$ cat config.mk
export PLATFORM = sky130hd
export DESIGN_NAME = ir_tx_scheduler_flat
export DESIGN_NICKNAME = d
export VERILOG_FILES = /design/src/rtl/ir_pkg.sv /design/src/rtl/ir_tx_scheduler_if.sv /design/src/rtl/ir_tx_scheduler.sv /design/src/flat_wrapper.sv
export SDC_FILE = /design/constraint.sdc
export NUM_CORES = 1
export LEC_CHECK = 0
export BUFFER_PORTS_ARGS = -buffer_cell sky130_fd_sc_hd__clkbuf_2
export CORE_MARGIN = 2
export CORE_UTILIZATION = 58
export DETAILED_ROUTE_END_ITERATION = 8
export GPL_TIMING_DRIVEN = 0
export PLACE_DENSITY = 0.84
export REMOVE_ABC_BUFFERS = 1
export SETUP_SLACK_MARGIN = 0.5
export SLEW_MARGIN = 20
export SYNTH_ARGS = -nofsm -noshare
export SYNTH_HDL_FRONTEND = slang
export SYNTH_SLANG_ARGS = --single-unit
$ cat constraint.sdc
create_clock -name clk_in -period 6.9 [get_ports clk_in]
set_input_delay 1.38 -clock clk_in [delete_from_list [all_inputs] [get_ports clk_in]]
set_output_delay 1.38 -clock clk_in [all_outputs]
set_load 0.03 [all_outputs]
$ cat src/rtl/ir_pkg.sv
// Shared definitions for the IR transmit path.
// Contents: letter width, default letter-buffer depth and the
// scheduler state type.
package ir_pkg;

  localparam int LETTER_W          = 5;
  localparam int DEFAULT_BUF_DEPTH = 1000;

  typedef enum logic [2:0] {
    IDLE,
    FETCH,
    SEND,
    WAIT_BUSY,
    WAIT_DONE,
    RETIRE
  } tx_sched_state_t;

endpackage

$ cat src/rtl/ir_tx_scheduler_if.sv
// Letter-buffer BRAM connection between the scheduler and the simple
// dual-port BRAM in top level (same clock on both ports).
//   bram_wr_en_out   : port A write enable
//   bram_wr_addr_out : port A address (AW bits)
//   bram_wr_data_out : port A write data (letter)
//   bram_rd_addr_out : port B address (AW bits)
//   bram_rd_data_in  : port B read data (letter)
// master = scheduler side, slave = BRAM side.
interface ir_tx_scheduler_if #(
  parameter int AW = 10
);
  import ir_pkg::*;

  logic                bram_wr_en_out;
  logic [AW-1:0]       bram_wr_addr_out;
  logic [LETTER_W-1:0] bram_wr_data_out;
  logic [AW-1:0]       bram_rd_addr_out;
  logic [LETTER_W-1:0] bram_rd_data_in;

  modport master (
    output bram_wr_en_out,
    output bram_wr_addr_out,
    output bram_wr_data_out,
    output bram_rd_addr_out,
    input  bram_rd_data_in
  );

  modport slave (
    input  bram_wr_en_out,
    input  bram_wr_addr_out,
    input  bram_wr_data_out,
    input  bram_rd_addr_out,
    output bram_rd_data_in
  );

endinterface

$ cat src/rtl/ir_tx_scheduler.sv
// Queue controller between the enigma encoder and the IR transmitter.
// Owns the letter-buffer BRAM pointers, writes each encoded letter, then
// reads letters back in order and hands them to the transmitter one at a
// time, waiting for each transmission to finish.
// Ports:
//   clk_in, rst_in   : clock, async active-high reset
//   flush_in         : discard all queued letters
//   wr_valid_in/data : new encoded letter (single-cycle pulse)
//   bram             : letter-buffer BRAM connection (master side)
//   tx_valid_out     : one-cycle send pulse to the transmitter
//   tx_data_out      : letter being sent, held until the next fetch
//   tx_busy_in       : transmitter busy
//   count_out, empty_out, full_out : queue occupancy
//   overflow_out     : sticky, a write was dropped while full
//   timeout_out      : sticky, busy never rose after a send
//
// state     | meaning
// IDLE      | wait for a queued letter
// FETCH     | wait out BRAM read latency, then capture the letter
// SEND      | one-cycle tx_valid_out pulse, arm busy timeout
// WAIT_BUSY | wait for transmitter to go busy (or time out)
// WAIT_DONE | wait for transmitter to finish
// RETIRE    | advance read pointer, release the entry
module ir_tx_scheduler
  import ir_pkg::*;
#(
  parameter int  DEPTH        = DEFAULT_BUF_DEPTH,
  parameter int  RD_LATENCY   = 2,
  parameter int  BUSY_TIMEOUT = 8,
  localparam int AW           = $clog2(DEPTH)
) (
  input  logic                clk_in,
  input  logic                rst_in,
  input  logic                flush_in,
  input  logic                wr_valid_in,
  input  logic [LETTER_W-1:0] wr_data_in,
  ir_tx_scheduler_if.master   bram,
  output logic                tx_valid_out,
  output logic [LETTER_W-1:0] tx_data_out,
  input  logic                tx_busy_in,
  output logic [AW:0]         count_out,
  output logic                empty_out,
  output logic                full_out,
  output logic                overflow_out,
  output logic                timeout_out
);

  localparam int LAT_W = $clog2(RD_LATENCY + 1);
  localparam int TO_W  = $clog2(BUSY_TIMEOUT + 1);

  tx_sched_state_t state, state_nxt;

  logic [AW-1:0]    wr_ptr, rd_ptr;
  logic [AW:0]      count;
  logic [LAT_W-1:0] lat_cnt;
  logic [TO_W-1:0]  to_cnt;
  logic             wr_accept;
  logic             lat_load, to_load, capture, retire, timeout_set;

  function automatic logic [AW-1:0] ptr_next(input logic [AW-1:0] p);
    return (p == AW'(DEPTH - 1)) ? '0 : p + 1'b1;
  endfunction

  // full is judged on the registered count, so a write landing in the same
  // cycle as RETIRE on a full queue is still dropped
  assign empty_out = (count == '0);
  assign full_out  = (count == (AW+1)'(DEPTH));
  assign count_out = count;
  assign wr_accept = wr_valid_in && !full_out;

  assign bram.bram_wr_en_out   = wr_accept;
  assign bram.bram_wr_addr_out = wr_ptr;
  assign bram.bram_wr_data_out = wr_accept ? wr_data_in : '0;
  assign bram.bram_rd_addr_out = rd_ptr;

  always_ff @(posedge clk_in or posedge rst_in) begin
    if (rst_in) state <= IDLE;
    else        state <= state_nxt;
  end

  always_comb begin
    state_nxt    = state;
    lat_load     = 1'b0;
    to_load      = 1'b0;
    capture      = 1'b0;
    retire       = 1'b0;
    timeout_set  = 1'b0;
    tx_valid_out = 1'b0;
    case (state)
      IDLE: begin
        if (!empty_out) begin
          state_nxt = FETCH;
          lat_load  = 1'b1;
        end
      end
      FETCH: begin
        // counter reaches 0 on this cycle: read data is valid now
        if (lat_cnt <= LAT_W'(1)) begin
          capture   = 1'b1;
          state_nxt = SEND;
        end
      end
      SEND: begin
        tx_valid_out = 1'b1;
        to_load      = 1'b1;
        state_nxt    = WAIT_BUSY;
      end
      WAIT_BUSY: begin
        if (tx_busy_in) begin
          state_nxt = WAIT_DONE;
        end else if (to_cnt <= TO_W'(1)) begin
          timeout_set = 1'b1;
          state_nxt   = RETIRE;
        end
      end
      WAIT_DONE: begin
        if (!tx_busy_in) state_nxt = RETIRE;
      end
      RETIRE: begin
        retire    = 1'b1;
        state_nxt = IDLE;
      end
      default: state_nxt = IDLE;
    endcase
    // a flush abandons whatever letter is in flight
    if (flush_in) begin
      state_nxt    = IDLE;
      tx_valid_out = 1'b0;
      lat_load     = 1'b0;
      to_load      = 1'b0;
      capture      = 1'b0;
      retire       = 1'b0;
      timeout_set  = 1'b0;
    end
  end

  always_ff @(posedge clk_in or posedge rst_in) begin
    if (rst_in) begin
      wr_ptr       <= '0;
      rd_ptr       <= '0;
      count        <= '0;
      lat_cnt      <= '0;
      to_cnt       <= '0;
      tx_data_out  <= '0;
      overflow_out <= 1'b0;
      timeout_out  <= 1'b0;
    end else begin
      if (wr_accept) wr_ptr <= ptr_next(wr_ptr);

      if (flush_in) begin
        rd_ptr <= wr_ptr;
        count  <= {{AW{1'b0}}, wr_accept};
      end else begin
        if (retire) rd_ptr <= ptr_next(rd_ptr);
        if (wr_accept && !retire)      count <= count + 1'b1;
        else if (!wr_accept && retire) count <= count - 1'b1;
      end

      if (lat_load)                            lat_cnt <= LAT_W'(RD_LATENCY);
      else if (state == FETCH && lat_cnt != '0) lat_cnt <= lat_cnt - 1'b1;

      if (to_load)                                to_cnt <= TO_W'(BUSY_TIMEOUT);
      else if (state == WAIT_BUSY && to_cnt != '0) to_cnt <= to_cnt - 1'b1;

      if (capture) tx_data_out <= bram.bram_rd_data_in;

      if (wr_valid_in && full_out) overflow_out <= 1'b1;
      if (timeout_set)             timeout_out  <= 1'b1;
    end
  end

endmodule

$ cat src/flat_wrapper.sv
// flat-port wrapper written by rule: the top's interface ports become plain ports
module ir_tx_scheduler_flat import ir_pkg::*;
#(
  parameter int  DEPTH        = DEFAULT_BUF_DEPTH,
  parameter int  RD_LATENCY   = 2,
  parameter int  BUSY_TIMEOUT = 8,
  localparam int AW           = $clog2(DEPTH)
)
  (clk_in, rst_in, flush_in, wr_valid_in, wr_data_in, tx_valid_out, tx_data_out, tx_busy_in, count_out, empty_out, full_out, overflow_out, timeout_out, bram_bram_wr_en_out, bram_bram_wr_addr_out, bram_bram_wr_data_out, bram_bram_rd_addr_out, bram_bram_rd_data_in);
  ir_tx_scheduler_if #(.AW(($clog2(DEPTH)))) bram_i ();
  input  logic clk_in;
  input  logic rst_in;
  input  logic flush_in;
  input  logic wr_valid_in;
  input  logic [LETTER_W-1:0] wr_data_in;
  output logic tx_valid_out;
  output logic [LETTER_W-1:0] tx_data_out;
  input  logic tx_busy_in;
  output logic [AW:0] count_out;
  output logic empty_out;
  output logic full_out;
  output logic overflow_out;
  output logic timeout_out;
  output wire logic [$bits(bram_i.bram_wr_en_out)-1:0] bram_bram_wr_en_out;
  output wire logic [$bits(bram_i.bram_wr_addr_out)-1:0] bram_bram_wr_addr_out;
  output wire logic [$bits(bram_i.bram_wr_data_out)-1:0] bram_bram_wr_data_out;
  output wire logic [$bits(bram_i.bram_rd_addr_out)-1:0] bram_bram_rd_addr_out;
  input wire logic [$bits(bram_i.bram_rd_data_in)-1:0] bram_bram_rd_data_in;
  assign bram_bram_wr_en_out = bram_i.bram_wr_en_out;
  assign bram_bram_wr_addr_out = bram_i.bram_wr_addr_out;
  assign bram_bram_wr_data_out = bram_i.bram_wr_data_out;
  assign bram_bram_rd_addr_out = bram_i.bram_rd_addr_out;
  assign bram_i.bram_rd_data_in = bram_bram_rd_data_in;
  ir_tx_scheduler #(.DEPTH(DEPTH), .RD_LATENCY(RD_LATENCY), .BUSY_TIMEOUT(BUSY_TIMEOUT)) u_core (.clk_in(clk_in), .rst_in(rst_in), .flush_in(flush_in), .wr_valid_in(wr_valid_in), .wr_data_in(wr_data_in), .bram(bram_i), .tx_valid_out(tx_valid_out), .tx_data_out(tx_data_out), .tx_busy_in(tx_busy_in), .count_out(count_out), .empty_out(empty_out), .full_out(full_out), .overflow_out(overflow_out), .timeout_out(timeout_out));
endmodule
Word level (Yosys, flattened, before mapping):

Cells that the tools add are included.

* logic and storage cells: 80
* bits in registers: 47

* equality and inequality tests: 12
* mux-type cells: 33
* $add $sub $neg: 6
* reductions and logical operators: 18
* order comparisons: 2

Operators with widths (number)
* 2-to-1 mux 10 bit: 4
* 2-to-1 mux 11 bit: 3
* adder 10 x 1 -> 10 bit (second input constant): 2
* == test 10 bit (second input constant): 2
* 2-to-1 mux 3 bit: 6
* case mux 3 bit (5 select lines): 1
* 2-to-1 mux 1 bit: 14
* adder 11 x 1 -> 11 bit (second input constant): 1
* == test 11 x 10 -> 1 bit (second input constant): 1
* logical NOT 11 bit: 1
* subtractor 11 x 1 -> 11 bit (second input constant): 1
* 2-to-1 mux 4 bit: 2
* nonzero test 2 bit: 4
* == test 3 x 2 -> 1 bit (second input constant): 2
* == test 3 bit (second input constant): 2
* logical AND 1 bit: 6
* != test 3 bit (second input constant): 2
* 2-to-1 mux 5 bit: 1
* <= comparator 4 x 1 -> 1 bit (second input constant): 1
* 2-to-1 mux 2 bit: 2
* != test 4 x 3 -> 1 bit (second input constant): 1
* AND reduction 4 bit: 1
* nonzero test 4 bit: 1
* subtractor 4 x 1 -> 4 bit (second input constant): 1
* 7 further kinds: 9

Depth between registers and ports, before layout:

* depth in word-level cells: 8
* depth in mapped cells: 12

Least setup slack after synthesis:

OpenSTA, ideal clock, no wires.

* kind: input to register
* start point: input wr_valid_in
* end point: register u_core.count[10] (netlist: u_core.count_out[10])
* setup time: 0.082 ns
* arrival: 4.479 ns
* data required time: 6.818 ns
* stages: 10
* path slack: 2.339 ns
* path buffers: 1
* cells stage by stage: o41ai_4 -> inv_2 -> clkbuf_1 -> o21ai_0 -> fa_1 -> a21o_1 -> a221oi_1 -> o221ai_1 -> or2_2 -> a31oi_1

* cells in the longest elaborated chain, start to end: 4

RTL lines
* start, declared: RTL line flat_wrapper.sv:14 `input logic wr_valid_in;`
* logical AND 1 bit (*): RTL line ir_tx_scheduler.sv:69 `assign wr_accept = wr_valid_in && !full_out;`
* via bram_bram_wr_en_out: RTL line flat_wrapper.sv:24 `output wire logic [$bits(bram_i.bram_wr_en_out)-1:0] bram_bram_wr_en_out;`
* logical AND 1 bit / logical NOT 1 bit (equally long branches): RTL line ir_tx_scheduler.sv:155, ir_tx_scheduler.sv:156
* 2-to-1 mux 11 bit / logical AND 1 bit (equally long branches): RTL line ir_tx_scheduler.sv:155, ir_tx_scheduler.sv:156
* 2-to-1 mux 11 bit / nonzero test 3 bit (equally long branches)
* end signal, assigned: RTL line ir_tx_scheduler.sv:152 `count <= {{AW{1'b0}}, wr_accept};`
* end signal, assigned: RTL line ir_tx_scheduler.sv:155 `if (wr_accept && !retire) count <= count + 1'b1;`
* end signal, assigned: RTL line ir_tx_scheduler.sv:156 `else if (!wr_accept && retire) count <= count - 1'b1;`
* end, declared: RTL line ir_tx_scheduler.sv:54 `logic [AW:0] count;`

The timed path passes the listed nets; every way through them passes the cells marked *.
A chain may end at the register's enable or synchronous reset.

Worst setup path in the final report:

* start point: register u_core.count[1] (netlist: u_core.count_out[1])
* end point: register u_core.count[10] (netlist: u_core.count_out[10])

* cells in the longest elaborated chain, start to end: 6

RTL lines
* parallel branches: the longest is 6 deep, another holds subtractor 11 x 1 -> 11 bit

Several ways; the timed one is not identified. The select of a mux whose other input is x is not followed.

==> impl_metrics.ini <==
[outcome]
status = completed

[global_route]
antenna_found_initial = 0
grt_use_total_pct = 23.8
grt_max_degree = 33
first_global_vias = 2294
grt_overflow = 0
grt_pass1_wl_mm = 10.6

[detailed_routing]
wl_met1_mm = 3.05
drtAntennaViolNets = 0
firstDrtPassIters = 4
first_iter_violations = 85
wl_met3_um = 294
dr.max_layer_used = met4
dr_total_vias = 2650
wirelength_mm = 6.60
wl_per_cell_um = 14.5
drcViolationCount = 0
viasPerCell = 5.82
dr_wl_met2_mm = 3.21

[power]
net-switching-power_w = 0.000479
intPower_w = 0.000609
peakVddDrop_v = 0.000187
p_seq_share_pct = 41.2
leakage_nw = 1.66
switching_share_pct = 44.0
cellPowerDensity_nw_per_um2 = 315
pwr-share-clk_pct = 15.3
p_comb_share_pct = 43.4

[min_path]
hold_path_end = u_core.overflow_out
worstHoldStart = u_core.overflow_out
holdPathStages = 1
hp-class = flop to flop

[yosys]
synth.distinct_cells = 54
synth_top_cell_area_share_pct = 39.3
avgSynthCellArea_um2 = 9.15
async_flop_share_pct = 100
synth-edff-count = 0
synth_common_cells = dfrtp_1, nand2_1, a21oi_1, nor2_1, o21ai_0
netlist_area_um2 = 2990
synth.most_common_cell = dfrtp_1
synth_ff_type = dfrtp_1
yosysTopAreaCell = dfrtp_1
synth_seq_cells = 47
yosysWarnings = 0
seq_area_frac_synth_pct = 39.3
syn_inst = 327
synth.area.top_cells = dfrtp_1, ha_1, nand2_1

[sta]
slew_headroom_pct = 38.6
whs_ns = 0.484
timing.final.crit_share_pct = 69.7
drv_slew = 0
fin_skew_ns = 0.00285
timing.fmax_ghz = 0.208
finalCriticalPeriod_ns = 4.81
finalSetupViolCount = 0
fin_tns_setup_ns = 0
rsz0062_at_grt = false
timing.final.ws_setup_ns = 2.09
tightestPinTransition_ns = 0.915
hold_viol_final = 0

[worst_setup_path]
rrSetupSlack_ns = 2.09
worst-path-max-fanout = 17
crit_type = flop to flop
r2r_start = u_core.count_out[1]
ff2ff_path_depth = 10
r2r_end = u_core.count_out[10]
cp-end-kind = flop
crit_arrival_ns = 5.02
crit_required_ns = 7.11
cp-start-kind = flop

[cts]
cts-root-buf = clkbuf_8
cts_setup_buffers = 0
clk_latency_ns = 0.30
tritoncts.num_buffers = 5
clk_path_buf_depth = 2
tritoncts = yes
cts_hold_buf = 0
clkSlewWorstSetupHoldPaths_ns = 0.08
cts.sinks = 47
htreeDepth = 2
cts_resized = 0

[floorplan]
pin_count = 62
start_util_pct = 59.4
core_area_um2 = 5040
dieHeight_um = 75.8
die_x_um = 75.8
rows = 26
die_area_um2 = 5750

[flow_run]
maxCapViolCount = 0

[final_layout]
fin_nets = 417
stdcell_count = 455
diodes = 0
fillCellCount = 429
fin_area_um2 = 3460
area_growth_pct = 15.5
drive_gt1_share_pct = 22.3

[placement]
dp.final_hpwl_mm = 4.95
place_inst = 448
port_buffers = 61
placed_cell_area_um2 = 3370
globalplace.congestion = 0.874
pre_cts_slack_ns = 2.10
[per-layer routing]
metal  vias to the layer above  track usage, %
met3                         4            3.97
met2                        70            38.5
met1                      1273            32.8
li1                       1303               -
met5                         -               0
met4                         0            7.41
[critical path, stage by stage, from the launching register on]
cell and delay (ns):
dfrtp_1 0.46, or4_4 0.59, o41ai_4 0.69, inv_2 0.32, o21ai_1 0.58, ha_1 0.44, and3_1 0.21, a221oi_1 0.57
o221ai_1 0.34, or2_2 0.37, a31oi_1 0.14
[worst max path at each step]
| stage | from | to | slack (ns) | cells past startpoint |
|---|---|---|---|---|
| finish | u_core.count_out[1] | u_core.count_out[10] | 2.09 | 10 |
| global route | u_core.count_out[1] | u_core.count_out[10] | 1.87 | 10 |
| CTS | u_core.count_out[1] | u_core.count_out[10] | 2.08 | 10 |
| detailed placement | u_core.count_out[1] | u_core.count_out[10] | 2.10 | 10 |
| global placement | flush_in | u_core.count_out[10] | 1.78 | 8 |
| floorplan | u_core.count_out[1] | u_core.count_out[10] | 2.63 | 10 |
[power groups by stage]
stage                     Clock [W]  Sequential (W)  Combinational (W)
after detailed placement          0        0.000452           0.000472
after floorplan                   0        0.000534           0.000253
after CTS                  0.000172        0.000447           0.000475
final                      0.000167        0.000448           0.000472
after global routing       0.000182        0.000462           0.000523
after global placement            0        0.000449           0.000458
[cell families after synthesis]
family | after synthesis | synth area share [%]
and+or+nand+nor | 132 | 23.1
adders and majority gates | 17 | 7.36
muxes | 9 | 3.26
xor gates and xnor gates | 16 | 5.56
AOI/OAI and AO/OA | 82 | 18.4
buffers and inverters | 24 | 3.01
DFF | 47 | 39.3
[through the flow]
step	total power (W)	util, %
floorplan	0.000788	-
global placement	0.000907	66.3
detailed placement	0.000924	66.8
CTS	0.00109	68.6
global route	0.00117	68.6
finish	0.00109	68.6
[state kept, by name, indices dropped and copies added, names as in the netlist]
name,cells
u_core.to_cnt,4
u_core.bram.bram_wr_addr_out,10
u_core.overflow_out,1
u_core.lat_cnt,2
u_core.tx_data_out,5
u_core.state,3
u_core.bram.bram_rd_addr_out,10
u_core.count_out,11
u_core.timeout_out,1
[cell type report]
type | instances | area, um2 | share of cell area, %
Timing Repair Buffer | 62 | 325 | 9.41
Multi-Input combinational cell | 256 | 1730 | 50.1
Clock buffer | 6 | 82.6 | 2.39
Clock inverter | 1 | 5.00 | 0.145
Tap cell | 70 | 87.6 | 2.53
Sequential cell | 47 | 1180 | 34.0
Inverter | 13 | 48.8 | 1.41
[layout by cell type (no fill, tap or decap), types with 5 or more instances in the layout]
| cell | n |
|---|---|
| and2_1 | 6 |
| o21ai_0 | 21 |
| clkbuf_2 | 61 |
| a21oi_1 | 23 |
| xnor2_1 | 10 |
| inv_1 | 11 |
| a21o_1 | 6 |
| nor2_1 | 22 |
| nand3_1 | 9 |
| nor3b_1 | 6 |
| clkbuf_8 | 6 |
| mux2_2 | 6 |
| nand2_1 | 42 |
| nor3_1 | 5 |
| and3_1 | 8 |
| ha_1 | 16 |
| dfrtp_1 | 47 |
| nand4_1 | 5 |
No activity file was read; power rests on OpenSTA's default activity.
